--- src/rtl/mio_pkg.sv ---
// Shared definitions for the memory/IO bus responder: IO window, register
// offsets and the controller state encoding.
package mio_pkg;

   localparam logic [3:0] IO_BASE = 4'hF;

   localparam logic [1:0] REG_LED = 2'd0;
   localparam logic [1:0] REG_TMR = 2'd1;
   localparam logic [1:0] REG_CMP = 2'd2;
   localparam logic [1:0] REG_IRQ = 2'd3;

   typedef enum logic [1:0] {
      ST_IDLE     = 2'd0,
      ST_RAM_WAIT = 2'd1,
      ST_DONE     = 2'd2
   } mio_state_t;

   // True when the top address nibble selects the IO register window.
   function automatic logic is_io(input logic [3:0] addr_nib);
      return addr_nib == IO_BASE;
   endfunction

endpackage

--- src/rtl/mio_timer.sv ---
// Free-running 32-bit timer with a compare register and a sticky match
// interrupt. Load and clear strobes come from the bus responder.
module mio_timer (
   input  logic        clk,
   input  logic        rst,
   input  logic        tmr_ld,
   input  logic [31:0] tmr_val,
   input  logic        cmp_ld,
   input  logic [31:0] cmp_val,
   input  logic        irq_clr,
   output logic [31:0] timer,
   output logic [31:0] compare,
   output logic        irq
);

   // Timer counts every cycle; a software load wins over the increment.
   always_ff @(posedge clk or posedge rst) begin
      if (rst)
         timer <= '0;
      else if (tmr_ld)
         timer <= tmr_val;
      else
         timer <= timer + 32'd1;
   end

   // Compare resets to all-ones so the interrupt stays quiet until programmed.
   always_ff @(posedge clk or posedge rst) begin
      if (rst)
         compare <= 32'hFFFF_FFFF;
      else if (cmp_ld)
         compare <= cmp_val;
   end

   // Sticky match flag; a clear in the same cycle as a match wins.
   always_ff @(posedge clk or posedge rst) begin
      if (rst)
         irq <= 1'b0;
      else if (irq_clr)
         irq <= 1'b0;
      else if (timer == compare)
         irq <= 1'b1;
   end

endmodule

--- src/rtl/mio_bus_responder.sv ---
// Responder end of the CPU memory/IO bus. Accepts one word request at a
// time, routes it to block RAM or the IO register bank, and returns read
// data with a single-cycle ready strobe.
//
// state     | meaning
// ----------+-----------------------------------------------------------
// IDLE      | waiting for req; request latched and RAM strobes issued on accept
// RAM_WAIT  | RAM load in flight, counting down the read latency
// DONE      | completion cycle: IO writes commit, read data captured, ready set
module mio_bus_responder
   import mio_pkg::*;
#(
   parameter int RAM_LAT = 2,
   parameter int RAM_AW  = 10,
   parameter int LED_W   = 8,
   parameter int SW_W    = 8
) (
   input  logic              clk,
   input  logic              rst,
   input  logic              req,
   input  logic              we,
   input  logic [31:0]       addr,
   input  logic [31:0]       wdata,
   output logic [31:0]       rdata,
   output logic              ready,
   output logic [RAM_AW-1:0] ram_addr,
   output logic              ram_we,
   output logic [31:0]       ram_wdata,
   input  logic [31:0]       ram_rdata,
   input  logic [SW_W-1:0]   sw_i,
   output logic [LED_W-1:0]  led_o,
   output logic              irq_o
);

   mio_state_t        state;
   mio_state_t        state_nx;

   logic              accept;
   logic              req_io;
   logic              lat_io;
   logic              lat_we;
   logic [1:0]        lat_reg;
   logic [31:0]       lat_wdata;
   logic [3:0]        wait_cnt;

   logic [SW_W-1:0]   sw_meta;
   logic [SW_W-1:0]   sw_sync;

   logic              io_wr;
   logic              tmr_ld;
   logic              cmp_ld;
   logic              irq_clr;
   logic [31:0]       io_rdata;

   logic [31:0]       timer;
   logic [31:0]       compare;
   logic              irq;

   // Only the window nibble, the RAM index and the register select are
   // decoded; remaining address bits are intentionally don't-care.
   logic              unused_addr;
   assign unused_addr = ^addr;

   // No new accept in the ready cycle: the CPU still holds the completed
   // request there, so accepting would replay it.
   assign accept = (state == ST_IDLE) && req && !ready;
   assign req_io = is_io(addr[31:28]);

   // State register.
   always_ff @(posedge clk or posedge rst) begin
      if (rst)
         state <= ST_IDLE;
      else
         state <= state_nx;
   end

   // Next-state and IO write strobes.
   always_comb begin
      state_nx = state;
      io_wr    = 1'b0;
      tmr_ld   = 1'b0;
      cmp_ld   = 1'b0;
      irq_clr  = 1'b0;
      case (state)
         ST_IDLE: begin
            if (accept) begin
               if (req_io || we)
                  state_nx = ST_DONE;
               else
                  state_nx = ST_RAM_WAIT;
            end
         end
         ST_RAM_WAIT: begin
            if (wait_cnt <= 4'd1)
               state_nx = ST_DONE;
         end
         ST_DONE: begin
            state_nx = ST_IDLE;
            io_wr    = lat_io && lat_we;
            tmr_ld   = io_wr && (lat_reg == REG_TMR);
            cmp_ld   = io_wr && (lat_reg == REG_CMP);
            irq_clr  = io_wr && (lat_reg == REG_IRQ);
         end
         default: state_nx = ST_IDLE;
      endcase
   end

   // Latch the request on accept; decode downstream uses the latched copy.
   always_ff @(posedge clk or posedge rst) begin
      if (rst) begin
         lat_io    <= 1'b0;
         lat_we    <= 1'b0;
         lat_reg   <= '0;
         lat_wdata <= '0;
      end else if (accept) begin
         lat_io    <= req_io;
         lat_we    <= we;
         lat_reg   <= addr[3:2];
         lat_wdata <= wdata;
      end
   end

   // Load-latency down-counter, armed on every accept.
   always_ff @(posedge clk or posedge rst) begin
      if (rst)
         wait_cnt <= '0;
      else if (accept)
         wait_cnt <= 4'(RAM_LAT);
      else if (state == ST_RAM_WAIT && wait_cnt != 4'd0)
         wait_cnt <= wait_cnt - 4'd1;
   end

   // RAM port: address held until the next RAM accept, write strobe one cycle.
   always_ff @(posedge clk or posedge rst) begin
      if (rst) begin
         ram_addr  <= '0;
         ram_wdata <= '0;
         ram_we    <= 1'b0;
      end else begin
         ram_we <= accept && !req_io && we;
         if (accept && !req_io) begin
            ram_addr <= addr[RAM_AW+1:2];
            if (we)
               ram_wdata <= wdata;
         end
      end
   end

   // Two-flop synchroniser for the asynchronous board switches.
   always_ff @(posedge clk or posedge rst) begin
      if (rst) begin
         sw_meta <= '0;
         sw_sync <= '0;
      end else begin
         sw_meta <= sw_i;
         sw_sync <= sw_meta;
      end
   end

   // IO read mux, aliased by the register select bits.
   always_comb begin
      io_rdata = '0;
      case (lat_reg)
         REG_LED: io_rdata = 32'(sw_sync);
         REG_TMR: io_rdata = timer;
         REG_CMP: io_rdata = compare;
         REG_IRQ: io_rdata = {31'b0, irq};
         default: io_rdata = '0;
      endcase
   end

   // Completion: ready pulse and read-data capture; stores keep old rdata.
   always_ff @(posedge clk or posedge rst) begin
      if (rst) begin
         ready <= 1'b0;
         rdata <= '0;
      end else begin
         ready <= (state == ST_DONE);
         if (state == ST_DONE && !lat_we)
            rdata <= lat_io ? io_rdata : ram_rdata;
      end
   end

   // LED register, written only when the transaction completes.
   always_ff @(posedge clk or posedge rst) begin
      if (rst)
         led_o <= '0;
      else if (io_wr && lat_reg == REG_LED)
         led_o <= lat_wdata[LED_W-1:0];
   end

   mio_timer u_timer (
      .clk     (clk),
      .rst     (rst),
      .tmr_ld  (tmr_ld),
      .tmr_val (lat_wdata),
      .cmp_ld  (cmp_ld),
      .cmp_val (lat_wdata),
      .irq_clr (irq_clr),
      .timer   (timer),
      .compare (compare),
      .irq     (irq)
   );

   assign irq_o = irq;

endmodule

--- config.mk ---
export PLATFORM = sky130hd
export DESIGN_NAME = mio_bus_responder
export DESIGN_NICKNAME = d
export VERILOG_FILES = /design/src/rtl/mio_pkg.sv /design/src/rtl/mio_timer.sv /design/src/rtl/mio_bus_responder.sv
export SDC_FILE = /design/constraint.sdc
export NUM_CORES = 1
export LEC_CHECK = 0
export CELL_PAD_IN_SITES_DETAIL_PLACEMENT = 0
export CELL_PAD_IN_SITES_GLOBAL_PLACEMENT = 2
export CORE_MARGIN = 8
export CORE_UTILIZATION = 30
export DETAILED_ROUTE_END_ITERATION = 8
export GPL_TIMING_DRIVEN = 0
export HOLD_SLACK_MARGIN = 0.1
export PLACE_DENSITY = 0.78
export RECOVER_POWER = 50
export SYNTH_ARGS = -nofsm -noshare
export SYNTH_HDL_FRONTEND = slang
export SYNTH_SLANG_ARGS = --single-unit
--- constraint.sdc ---
create_clock -name clk -period 6.7 [get_ports clk]
set_clock_uncertainty 0.15 [all_clocks]
set_input_delay 1.005 -clock clk [delete_from_list [all_inputs] [get_ports clk]]
set_output_delay 1.005 -clock clk [all_outputs]
set_load 0.02 [all_outputs]
==> results.md <==
* Area Growth Syn to Fin at 33.29%
* RSZ-0062 raised after global routing: no
* Vias in the first global route at 7043
* Placer congestion estimate at between 0.8 and 0.9
* Post-synth EDFFs at 0
* CTS clk-pin slew, worst paths at 0.06 ns
* Gr usage total at 0.1475
* Max-cap violation count at 1
* Switching Power at 2.053 mW
* Clock root buffer master: clkbuf_16
* Port-buffer cells at about 170
* CTS tree: done
* Crit path arrival time at 3.80 ns
* Synth Cell Area at 0.009260 mm²
* Post-synth cell types at 45
* Finished Cell Area at 0.01234 mm²
* Pins over their slew limit at 40
* Post-CTS sizing at 0
* P_int at 3.717 mW
* Fmax at roughly 0.26 GHz
* CP Max Fanout at 39
* Fin crit share at 0.5644
* Hold EP: sw_sync[4]
* Worst flop-to-flop path startpoint: state[0]
* Critical path class: in -> async
* Asr flop ratio synth at 1.000
* Failing checks: max-capacitance violations, max-slew violations
* Leakage power at around 5.3 nW
* Clk sinks at 207
* Post-DP Area at 0.01163 mm²
* Core Rows at 64
* Die ar. at 0.03675 mm²
* Slew headroom at -0.4679
* Antenna viol nets, final at 0
* H-tree depth at 1
* Mapped Avg Cell Area at 11.40 µm²
* # IOs at 193
* Startpoint class of the critical path: primary input
* Status: finished with violations
* R2r worst-path depth at 6
* DR vias/cell at 4.635
* Syn Inst Count at 812
* R2R setup slack at 4.00 ns
* Vias post-DR at 6647
* DRT Wirelength at 27250 µm
* Ys Warns at 0
* Most common cell after layout, fill and taps aside: dfrtp_1
* Synth top area cells: dfrtp_1 47%, dfstp_2 9.1%, nand2_1 6.0%
* Antenna violations before repair at 0
* Logic pwr share at 0.367
* Max stage delay cell, worst path: clkbuf_1
* CTS Buf Count at 25
* Least-Margin Pin Slew at about 2.2 ns
* Initial core utilization at 0.3035
* DIE WIDTH at around 190 µm
* Hold violation count in the final report at 0
* Clock power frac at 0.253
* Drt pass-1 iters at 5
* Non-filler cells, final at around 1400
* Setup violators final at 0
* Crit-path cells: dlygate4sd3_1 -> clkinvlp_2 -> clkbuf_1
* Maximum vdd ir drop at 0.2255 mV
* Register area share after synthesis at 0.5637
* Die height at 191.7 µm
* Synth Flop Type: dfrtp_1
* FF+latch count, synth at 207
* Placed Instances at between 1000 and 1500
* Avg WL per Cell at around 19 µm
* Worst-Skew Late Latency at 0.52 ns
* Power per cell area at 467.4 mW/mm²
* Setup_tns at 0 ns
* First-pass GRT wire length at 42310 µm
* Detailed Route Iter0 Violations at 327
* CP endpoint kind: asynchronous set/reset pin
* Max Root-Sink Buffers at 3
* N_diodes at 0
* Reg2reg end: ram_wdata[19]
* Core ar. at 0.03051 mm²
* Crit path largest cell delay at 1.62 ns
* Synth area leader: dfrtp_1
* HP Start: sw_meta[4]
* HPWL Detailed at approximately 21000 µm
* Sw Share at 0.3558
* Share of post-route cells with drive strength above 1 at 0.1426
* Largest net degree at the start of global routing at 44
* Req. time, crit path at 6.72 ns
* Most frequent cells in the layout: 175 x dfrtp_1, 164 x clkdlybuf4s50_1, 147 x nand2_1
* Yosys top cell area share at 0.4729
* Number of cells on the worst hold path at 0
* Total gr overflow at 0
* Post-Syn Nets at 924
* Worst hold path type: reg -> reg
* Sequential power share at 0.380
* CTS Hold Bufs at 0
* Min cycle time layout at 3.781 ns
* Setup bufs post-CTS at 0
* Fin nets at 1131
* DRC violations left at 0
## power by group through the flow
stage	logic (mW)	registers [mW]	clock network, mW
6_report	2.12	2.19	1.46
5_1_grt	2.32	2.27	1.56
4_1_cts	2.21	2.21	1.50
3_5_place_dp	2.20	2.22	0
3_3_place_gp	2.18	2.21	0
2_1_floorplan	1.04	2.38	0
## routing by layer
metal / up-vias / share of wire / track usage / wire [µm]
li1: 3243 / - / - / -
met1: 3199 / 0.47 / 0.2032 / 12870
met2: 172 / 0.44 / 0.2283 / 12110
met3: 33 / 0.066 / 0.03704 / 1804
met4: 0 / 0.017 / 0.03760 / 474
met5: - / 0 / 0 / 0
## logic make-up (layout without fill, tap and decap cells)
kind of cell / Yosys count / count (layout) / share of synthesized area
DFF: 207 / 207 / 0.5637
buffers and inverters: 57 / 283 / 0.02797
xor gates and xnor gates: 65 / 65 / 0.06148
muxes: 96 / 96 / 0.1289
and+or+nand+nor: 254 / 254 / 0.1266
AOI/OAI and AO/OA: 129 / 129 / 0.08593
adders and majority gates: 4 / 4 / 0.005405
## cell usage after synthesis (all sizes together), types with 2 or more instances
master  count
dfrtp     175
nand2     147
mux2       86
o21ai      57
nor2       44
xnor2      41
a21oi      34
dfstp      32
clkbuf     31
nand4      24
xor2       24
a221o      20
buf        18
mux2i       9
nand3       9
inv         8
and3        7
o211ai      7
nand2b      5
a221oi      4
ha          4
nor3        4
nor4        4
o31ai       4
and4        3
nor2b       3
and2        2
## cell type report
type                       instances  area (µm²)
fill                            2995       18170
sequential                       207        5220
multi-input combinational        548        3657
timing repair buffer             180        1837
clock buffer                      39       758.2
tap                              396       495.5
buffer                            49       201.4
clock inverter                     7       142.6
inverter                           8       31.28
## metrics by stage
step	worst slack [ns]	util	power (mW)	hold slack, ns
2_1_floorplan	2.885	-	3.419	0.1812
3_3_place_gp	1.047	0.3770	4.382	0.1844
3_5_place_dp	3.499	0.3812	4.425	0.1847
4_1_cts	3.917	0.4107	5.919	0.1939
5_1_grt	2.399	0.4046	6.146	0.2022
6_report	2.919	0.4046	5.770	0.1925
## critical path: cells and delay by family
| family | cells | cell delay (ns) |
|---|---|---|
| buffers and inverters | 3 | 2.74 |
## worst max-delay path by stage
stage                start                  to  slack, ns  depth (start not counted)
3_5_place_dp           rst  u_timer.compare[2]       3.50                          7
2_1_floorplan          rst              lat_io       2.88                          1
3_3_place_gp           rst          sw_sync[4]       1.05                          2
6_report               rst           rdata[14]       2.92                          3
5_1_grt                rst           rdata[14]       2.40                          3
4_1_cts        u_timer.irq               irq_o       3.92                          1
Note: power is estimated with default switching activity, not from simulation.
